==> src/rtl/muldiv_seq_pkg.sv <==
// Shared definitions for the multiply/divide sequencer: command encodings,
// FSM state encoding and a conditional two's-complement magnitude helper.
package muldiv_seq_pkg;

  localparam logic [2:0] MD_OP_MULT  = 3'd0;
  localparam logic [2:0] MD_OP_MULTU = 3'd1;
  localparam logic [2:0] MD_OP_DIV   = 3'd2;
  localparam logic [2:0] MD_OP_DIVU  = 3'd3;
  localparam logic [2:0] MD_OP_MTHI  = 3'd4;
  localparam logic [2:0] MD_OP_MTLO  = 3'd5;

  typedef enum logic [1:0] {
    ST_IDLE = 2'd0,
    ST_MUL  = 2'd1,
    ST_DIV  = 2'd2
  } md_state_e;

  // 0x80000000 maps to itself and is then read as an unsigned 2^31.
  function automatic logic [31:0] md_abs(input logic [31:0] v, input logic en);
    return (en && v[31]) ? (~v + 32'd1) : v;
  endfunction

endpackage

==> src/rtl/muldiv_seq_div_iter.sv <==
// Restoring divider datapath: one shift/trial-subtract step per enabled cycle.
// The quo_o/rem_o outputs are the result of the step taken at the coming edge.
module muldiv_seq_div_iter (
  input  logic        clk,
  input  logic        resetn,
  input  logic        load_i,
  input  logic        en_i,
  input  logic [31:0] dividend_i,
  input  logic [31:0] divisor_i,
  output logic [31:0] quo_o,
  output logic [31:0] rem_o
);

  logic [32:0] rem_q;
  logic [31:0] quo_q;
  logic [31:0] dvs_q;
  logic [33:0] rem_sh;
  logic [33:0] trial;
  logic        fits;
  logic [32:0] rem_d;
  logic [31:0] quo_d;

  assign rem_sh = {rem_q, quo_q[31]};
  assign trial  = rem_sh - {2'b00, dvs_q};
  assign fits   = ~trial[33];
  assign rem_d  = fits ? trial[32:0] : rem_sh[32:0];
  assign quo_d  = {quo_q[30:0], fits};
  assign quo_o  = quo_d;
  assign rem_o  = rem_d[31:0];

  always_ff @(posedge clk or negedge resetn) begin
    if (!resetn) begin
      rem_q <= '0;
      quo_q <= '0;
      dvs_q <= '0;
    end else if (load_i) begin
      rem_q <= '0;
      quo_q <= dividend_i;
      dvs_q <= divisor_i;
    end else if (en_i) begin
      rem_q <= rem_d;
      quo_q <= quo_d;
    end
  end

endmodule

==> src/rtl/muldiv_seq.sv <==
// Multi-cycle multiply/divide sequencer owning the architectural HI/LO registers.
// Stalls the pipeline via busy while a MULT/DIV is in flight; flush cancels with no partial write.
module muldiv_seq
  import muldiv_seq_pkg::*;
#(
  parameter int MUL_LAT  = 4,
  parameter int DIV_ITER = 32
) (
  input  logic        clk,
  input  logic        resetn,
  input  logic        start,
  input  logic [2:0]  op,
  input  logic [31:0] a,
  input  logic [31:0] b,
  input  logic        flush,
  output logic        busy,
  output logic [31:0] hi,
  output logic [31:0] lo
);

  md_state_e   state_q, state_d;
  logic        busy_q;
  logic [4:0]  count_q, count_d;
  logic [31:0] hi_q, hi_d, lo_q, lo_d;
  logic [31:0] ma_q, ma_d, mb_q, mb_d;
  logic        msgn_q, msgn_d;
  logic        qneg_q, qneg_d, rneg_q, rneg_d, dz_q, dz_d;
  logic        div_load, div_en, div_signed;
  logic [31:0] div_quo, div_rem;
  logic [63:0] ma_ext, mb_ext, prod;

  // Sign-extended 64-bit operands: the low 64 bits of the product are exact either way.
  assign ma_ext     = {{32{msgn_q & ma_q[31]}}, ma_q};
  assign mb_ext     = {{32{msgn_q & mb_q[31]}}, mb_q};
  assign prod       = ma_ext * mb_ext;
  assign div_signed = (op == MD_OP_DIV);

  muldiv_seq_div_iter u_div (
    .clk        (clk),
    .resetn     (resetn),
    .load_i     (div_load),
    .en_i       (div_en),
    .dividend_i (md_abs(a, div_signed)),
    .divisor_i  (md_abs(b, div_signed)),
    .quo_o      (div_quo),
    .rem_o      (div_rem)
  );

  always_ff @(posedge clk or negedge resetn) begin
    if (!resetn) begin
      state_q <= ST_IDLE;
      busy_q  <= 1'b0;
      count_q <= '0;
      hi_q    <= '0;
      lo_q    <= '0;
      ma_q    <= '0;
      mb_q    <= '0;
      msgn_q  <= 1'b0;
      qneg_q  <= 1'b0;
      rneg_q  <= 1'b0;
      dz_q    <= 1'b0;
    end else begin
      state_q <= state_d;
      busy_q  <= (state_d != ST_IDLE);
      count_q <= count_d;
      hi_q    <= hi_d;
      lo_q    <= lo_d;
      ma_q    <= ma_d;
      mb_q    <= mb_d;
      msgn_q  <= msgn_d;
      qneg_q  <= qneg_d;
      rneg_q  <= rneg_d;
      dz_q    <= dz_d;
    end
  end

  always_comb begin
    state_d = state_q;
    if (flush) begin
      state_d = ST_IDLE;
    end else begin
      case (state_q)
        ST_IDLE: begin
          if (start && (op == MD_OP_MULT || op == MD_OP_MULTU)) state_d = ST_MUL;
          if (start && (op == MD_OP_DIV || op == MD_OP_DIVU))   state_d = ST_DIV;
        end
        ST_MUL:  if (count_q == 5'd0) state_d = ST_IDLE;
        ST_DIV:  if (count_q == 5'd0) state_d = ST_IDLE;
        default: state_d = ST_IDLE;
      endcase
    end
  end

  always_comb begin
    hi_d     = hi_q;
    lo_d     = lo_q;
    count_d  = count_q;
    ma_d     = ma_q;
    mb_d     = mb_q;
    msgn_d   = msgn_q;
    qneg_d   = qneg_q;
    rneg_d   = rneg_q;
    dz_d     = dz_q;
    div_load = 1'b0;
    div_en   = 1'b0;
    if (flush) begin
      count_d = '0;
    end else begin
      case (state_q)
        ST_IDLE: if (start) begin
          case (op)
            MD_OP_MTHI: hi_d = a;
            MD_OP_MTLO: lo_d = a;
            MD_OP_MULT, MD_OP_MULTU: begin
              ma_d    = a;
              mb_d    = b;
              msgn_d  = (op == MD_OP_MULT);
              count_d = 5'(MUL_LAT - 1);
            end
            MD_OP_DIV, MD_OP_DIVU: begin
              qneg_d   = div_signed & (a[31] ^ b[31]);
              rneg_d   = div_signed & a[31];
              dz_d     = (b == 32'd0);
              count_d  = (b == 32'd0) ? 5'd0 : 5'(DIV_ITER - 1);
              div_load = 1'b1;
            end
            default: ;
          endcase
        end
        ST_MUL: begin
          count_d = count_q - 5'd1;
          if (count_q == 5'd0) begin
            count_d    = '0;
            {hi_d, lo_d} = prod;
          end
        end
        ST_DIV: begin
          div_en  = ~dz_q;
          count_d = count_q - 5'd1;
          if (count_q == 5'd0) begin
            count_d = '0;
            if (!dz_q) begin
              lo_d = qneg_q ? (~div_quo + 32'd1) : div_quo;
              hi_d = rneg_q ? (~div_rem + 32'd1) : div_rem;
            end
          end
        end
        default: ;
      endcase
    end
  end

  assign busy = busy_q;
  assign hi   = hi_q;
  assign lo   = lo_q;

endmodule
==> config.mk <==
export PLATFORM = sky130hd
export DESIGN_NAME = muldiv_seq
export DESIGN_NICKNAME = d
export VERILOG_FILES = /design/src/rtl/muldiv_seq_pkg.sv /design/src/rtl/muldiv_seq_div_iter.sv /design/src/rtl/muldiv_seq.sv
export SDC_FILE = /design/constraint.sdc
export NUM_CORES = 2
export LEC_CHECK = 0
export BUFFER_PORTS_ARGS = -buffer_cell sky130_fd_sc_hd__buf_2
export CORE_ASPECT_RATIO = 1.1
export CORE_MARGIN = 1
export CORE_UTILIZATION = 70
export CTS_CLUSTER_DIAMETER = 40
export DETAILED_ROUTE_END_ITERATION = 10
export GPL_TIMING_DRIVEN = 0
export PLACE_DENSITY_LB_ADDON = 0.2
export SLEW_MARGIN = 40
export SYNTH_ARGS = -nofsm -noshare
export SYNTH_HDL_FRONTEND = slang
export SYNTH_SLANG_ARGS = --single-unit
==> constraint.sdc <==
create_clock -name clk -period 16.8 [get_ports clk]
set_input_delay 0.84 -clock clk [delete_from_list [all_inputs] [get_ports clk]]
set_output_delay 0.84 -clock clk [all_outputs]
set_load 0.005 [all_outputs]
# --- Word-level counts from Yosys, hierarchy flattened ---
# Cells that the tools add are included.
totals:
  ff_bits: 237
  input_bits: 71
  out_inout_bits: 65
  wordCells: 108
op_classes:
  n_addsub: 6
  n_mul: 1
  n_eq_ne: 15
  n_mux: 38
  bitwise_logic: 12
  reduce_logical: 22
ops:
  columns: ["operator", "n"]
  rows:
  - ["two-way mux 32 bit", 16]
  - ["one-hot mux 32 bit (3 select lines)", 2]
  - ["adder 32 x 1 -> 32 bit (second input constant)", 4]
  - ["inverter 32 bit", 4]
  - ["two-way mux 33 bit", 3]
  - ["multiplier 33 x 33 -> 64 bit", 1]
  - ["subtractor 34 x 32 -> 34 bit", 1]
  - ["logical NOT 32 bit", 1]
  - ["two-way mux 5 bit", 4]
  - ["one-hot mux 5 bit (2 select lines)", 2]
  - ["AND reduction 7 bit", 2]
  - ["two-way mux 2 bit", 4]
  - ["inequality test 2 bit (second input constant)", 4]
  - ["AND reduction 4 bit", 2]
  - ["equality test 3 x 2 -> 1 bit (second input constant)", 2]
  - ["equality test 3 bit (second input constant)", 2]
  - ["two-way mux 1 bit", 6]
  - ["nonzero test 3 bit", 2]
  - ["OR reduction 2 bit", 3]
  - ["logical NOT 5 bit", 1]
  - ["subtractor 5 x 1 -> 5 bit (second input constant)", 1]
  - ["bitwise AND 1 bit", 4]
  - ["logical AND 1 bit", 4]
  - ["inequality test 2 x 1 -> 1 bit (second input constant)", 2]
  - ["other kinds (13)", 17]

# --- Logic depth before layout (Yosys ltp) ---
depth:
  word_depth: 8
  ltp_mapped: 33
  depth_no_buf: 30

# --- Modules after synthesis ---
# From an unflattened synthesis, not the netlist that was laid out.
unflattened:
  cells_unflattened: 6026
  hier_area_um2: 53824.1
modules_own_cells:
  columns: ["mod", "n_inst", "cells_each", "area_per_inst_um2", "seq_area_each_um2"]
  rows:
  - ["muldiv_seq", 1, 5230, 47212.8, 3503.4]
  - ["muldiv_seq_div_iter", 1, 796, 6611.3, 2427.3]

# --- Worst setup path after synthesis ---
# Ideal clock, no wire load.
synth_timing:
  path_type: "register to register"
  start: "reg msgn_q"
  end: "reg hi_q[31], in the netlist hi[31]"
  setup_ns: 0.140
  arrival_ns: 8.082
  required_ns: 16.660
  setup_slack_ns: 8.578
  path_stages_with_launch: 30
  n_path_buf: 3
  period_less_slack_ns: 8.222
  path_cell_list: "dfrtp_1 > clkbuf_1 > clkbuf_1 > and3_1 > fa_1 > fa_1 > fa_1 > inv_1 > fa_1 > inv_1 > fa_1 > fa_1 > fa_1 > inv_1 > fa_1 > inv_1 > ha_1 > clkbuf_1 > a21o_1 > a31o_2 > a311o_1 > o21ai_0 > a21oi_1 > a221o_1 > nor2_1 > o31ai_1 > a211oi_1 > xnor2_1 > a221oi_1 > a211oi_2"
synth_between:
  elab_chain_cells: 4
  word_cells_on_any_way: 5
  classes_between: "mul (1); mux (2); bitwise (2)"
synth_rtl:
  columns: ["element", "line", "rtl"]
  rows:
  - ["start: declaration", "muldiv_seq.sv:26", "logic msgn_q, msgn_d;"]
  - ["start signal: assignment", "muldiv_seq.sv:70", "msgn_q <= msgn_d;"]
  - ["bitwise AND 1 bit (on tied branches)", "muldiv_seq.sv:33, muldiv_seq.sv:34", null]
  - ["multiplier 33 x 33 -> 64 bit (*)", "muldiv_seq.sv:35", "assign prod = ma_ext * mb_ext;"]
  - ["two-way mux 32 bit (*)", "muldiv_seq.sv:132", "if (count_q == 5'd0) begin"]
  - ["one-hot mux 32 bit (3 select lines) (*)", "muldiv_seq.sv:109", "case (state_q)"]
  - ["end signal: assignment", "muldiv_seq.sv:66", "hi_q <= hi_d;"]
  - ["end: declaration", "muldiv_seq.sv:24", "logic [31:0] hi_q, hi_d, lo_q, lo_d;"]
# Mark *: on every way between the ends. The rest lies on a longest branch, timed or not. The select of a mux whose other input is x is not followed.
# A chain may end at the register's enable or synchronous reset.

# --- Final worst setup path ---
layout_timing:
  start: "reg msgn_q"
  end: "reg hi_q[19], in the netlist hi[19]"
# The elaborated chain is that of the path after synthesis.

==> qor.txt <==
==================================================================================================
Area used by multi-input combinational logic                                            42200 um^2
Pin count of the biggest net entering global routing                                            70
Result of the run                                                                     finished with violations
Post-synthesis average cell area                                                         8.85 um^2
# setup viols final                                                                              0
Final worst-path cycle share                                                                 68.2%
Depth of the CTS H-tree                                                                          2
CORE AREA                                                                               76100 um^2
Smallest setup slack after layout                                                          5.34 ns
Worst slew margin relative to its limit                                                      31.0%
End of the worst register-to-register path                                                  hi[19]
Number of synthesized register bits                                                            237
Max Fclk                                                                                0.0873 GHz
Post-route minimum period                                                                 11.46 ns
Net Count, Synth                                                                              7541
TritonCTS clock tree                                                                          done
Antenna-violating nets left                                                                      0
Kind of critical path                                                                      reg2reg
Port Buf Inserts                                                                               135
Dominant cell type by count on the critical path                                      sky130_fd_sc_hd__fa_1
Share of final-layout standard cells stronger than drive strength 1                          6.46%
# nets final                                                                                  7721
Final wirelength                                                                         206000 um
Clock latency on the worst-skew pair                                                       0.56 ns
Slowest cell on the critical path                                                     sky130_fd_sc_hd__xnor2_1
Highest cell delay on the worst timing path                                                0.76 ns
Die boundary width                                                                          267 um
Reg-to-reg critical path startpoint                                                         msgn_q
Die area                                                                                78100 um^2
Longest Clk Path Bufs                                                                            3
Post-synthesis cell type count                                                                  91
Post-Syn Area                                                                           53900 um^2
Most frequent cells in the layout                                                     1197 x sky130_fd_sc_hd__inv_1, 1125 x sky130_fd_sc_hd__fa_1, 997 x sky130_fd_sc_hd__nand2_1
Sort of element at the end of the critical path                                          flip-flop
Post-DR wirelength/cell                                                                    28.0 um
Clock root buffer                                                                     sky130_fd_sc_hd__clkbuf_16
Gate count after technology mapping                                                           6091
Number of buffers added for setup after CTS                                                      0
Post-synth EDFFs                                                                                 0
Fill cells                                                                                    5688
Post-synthesis sequential area ratio                                                         11.0%
Top_reg_cell synth                                                                    sky130_fd_sc_hd__dfrtp_1
Pins Over Slew Limit                                                                             0
Data required time at the worst endpoint                                                  17.25 ns
Dpl hpwl                                                                                 171000 um
Register-to-register setup slack                                                           5.34 ns
GRT Overall Usage                                                                            54.8%
Wire length of the first global-routing pass                                             307000 um
Clock transition time at the flip-flop clock pins of the worst setup and hold paths        0.06 ns
Vertical die dimension                                                                      293 um
Post-route worst hold slack                                                               0.172 ns
Violated checks                                                                       design-rule violations
Transition time at the pin with the least slew margin                                      1.03 ns
Sum of negative setup slack                                                                   0 ns
Sequential standard cell area                                                            5930 um^2
Max-cap violations                                                                               0
Total of warnings raised by yosys                                                                0
Floorplan row count                                                                            106
Setup repair after global routing missed its margin                                          false
Data arrival time of the critical path                                                    11.91 ns
I/O pin total                                                                                  136
R2R cell count                                                                                  27
Via-per-instance ratio                                                                        6.46
Commonest non-fill, non-tap cell in the layout                                        sky130_fd_sc_hd__inv_1
Placement Setup Slack                                                                      5.80 ns
Min-Delay Path Class                                                                      in2async
Critical path startpoint category                                                        flip-flop
Post-CTS Resized                                                                                 0
Via count                                                                                    47400
Number of clock sinks                                                                          237
Worst clock skew                                                                         0.0326 ns
Remaining global-route overflow                                                                  0
# hold bufs at CTS                                                                               0
Largest fanout of any net on the critical path                                                  10
Async set or reset register ratio after synthesis                                             100%
Detailed Routing Iterations Pass 1                                                              11
First DRT Iteration DRCs                                                                      5337
Via count of the first global-routing pass                                                   49300
Final RePlAce weighted congestion                                                             1.13
Final Hold Violating Endpoints                                                                   0
Final cell utilization of the core                                                           75.3%
DRC errors left                                                                                  3
Signed area change from the synthesized netlist to the final layout                          6.43%
Initial antenna violation count                                                                 27
Number of buffers inserted during clock tree synthesis                                          35
Starting utilization of the core area                                                        70.8%
==================================================================================================
## per-stage QoR
| step | std cells | instance area (um^2) |
|---|---|---|
| 2_1_floorplan | 6091 | 53900 |
| 3_3_place_gp | 7252 | 55900 |
| 3_5_place_dp | 7257 | 56000 |
| 4_1_cts | 7319 | 57200 |
| 5_1_grt | 7325 | 57300 |
| 6_report | 7346 | 57400 |
## how the worst max path moves through the flow
stage                        start      to  cells past startpoint  slack [ns]
after floorplan             msgn_q  hi[31]                     29        8.58
after CTS                   msgn_q  hi[29]                     27        5.73
after detailed placement    msgn_q  hi[29]                     27        5.80
after global placement    ma_q[18]  hi[26]                     29        5.16
final                       msgn_q  hi[19]                     27        5.34
after global routing        msgn_q  hi[29]                     27        5.07
## cell families (layout without fill, tap and decap cells)
group | after synthesis | count (layout) | share of synthesized area (%)
fa+ha+maj | 1379 | 1379 | 47.7
compound gates | 735 | 735 | 9.18
xor+xnor | 204 | 204 | 3.32
flops | 237 | 237 | 11.0
buf+inv | 1553 | 1758 | 10.9
simple gates | 1899 | 1899 | 16.2
mux | 84 | 84 | 1.71
other cells | 0 | 24 | 0
## per-layer routing
layer  wire length (um)  GRT usage [%]
met2              85600           77.4
met3              30900           24.2
met1              65500           62.2
met5                462           2.83
met4              23300           49.8
## critical path, delay by kind of cell (launching register included)
| kind | cells | cell delay (ns) |
|---|---|---|
| compound gates | 5 | 2.02 |
| flops | 1 | 0.39 |
| xor+xnor | 1 | 0.76 |
| simple gates | 5 | 1.39 |
| fa+ha+maj | 9 | 4.55 |
| buf+inv | 7 | 2.22 |
## cell type report
type                            instances  share of cell area, %
Antenna cell                           24                  0.105
Buffer                                354                   2.53
Clock buffer                           40                   1.58
Clock inverter                         22                  0.430
Inverter                             1199                   7.85
Multi-Input combinational cell       4301                   73.5
Sequential cell                       237                   10.3
Tap cell                             1026                   2.24
Timing Repair Buffer                  143                   1.42
## sequential cells by signal, summed over array words and instances, names as in the netlist, 5 cells and up
| signal | cells |
|---|---|
| count_q | 5 |
| ma_q | 32 |
| lo | 32 |
| u_div.quo_q | 32 |
| hi | 32 |
| u_div.dvs_q | 32 |
| u_div.rem_q | 33 |
| mb_q | 32 |
## cell usage after synthesis, drive strengths merged, types with 50 or more instances
cell / count / area [um^2]
clkbuf: 333 / 1250
o21ai: 171 / 860
inv: 1198 / 4500
a31oi: 50 / 313
mux2: 61 / 687
o31ai: 50 / 375
fa: 1126 / 22500
nor2: 254 / 953
xor2: 63 / 552
dfrtp: 237 / 5930
nor3: 59 / 295
xnor2: 141 / 1230
a21oi: 146 / 738
and2: 357 / 2230
nand2: 997 / 3740
ha: 253 / 3170
Power is not shown: default switching activity piles up to over one toggle a cycle in this logic, so the estimate is an artifact.
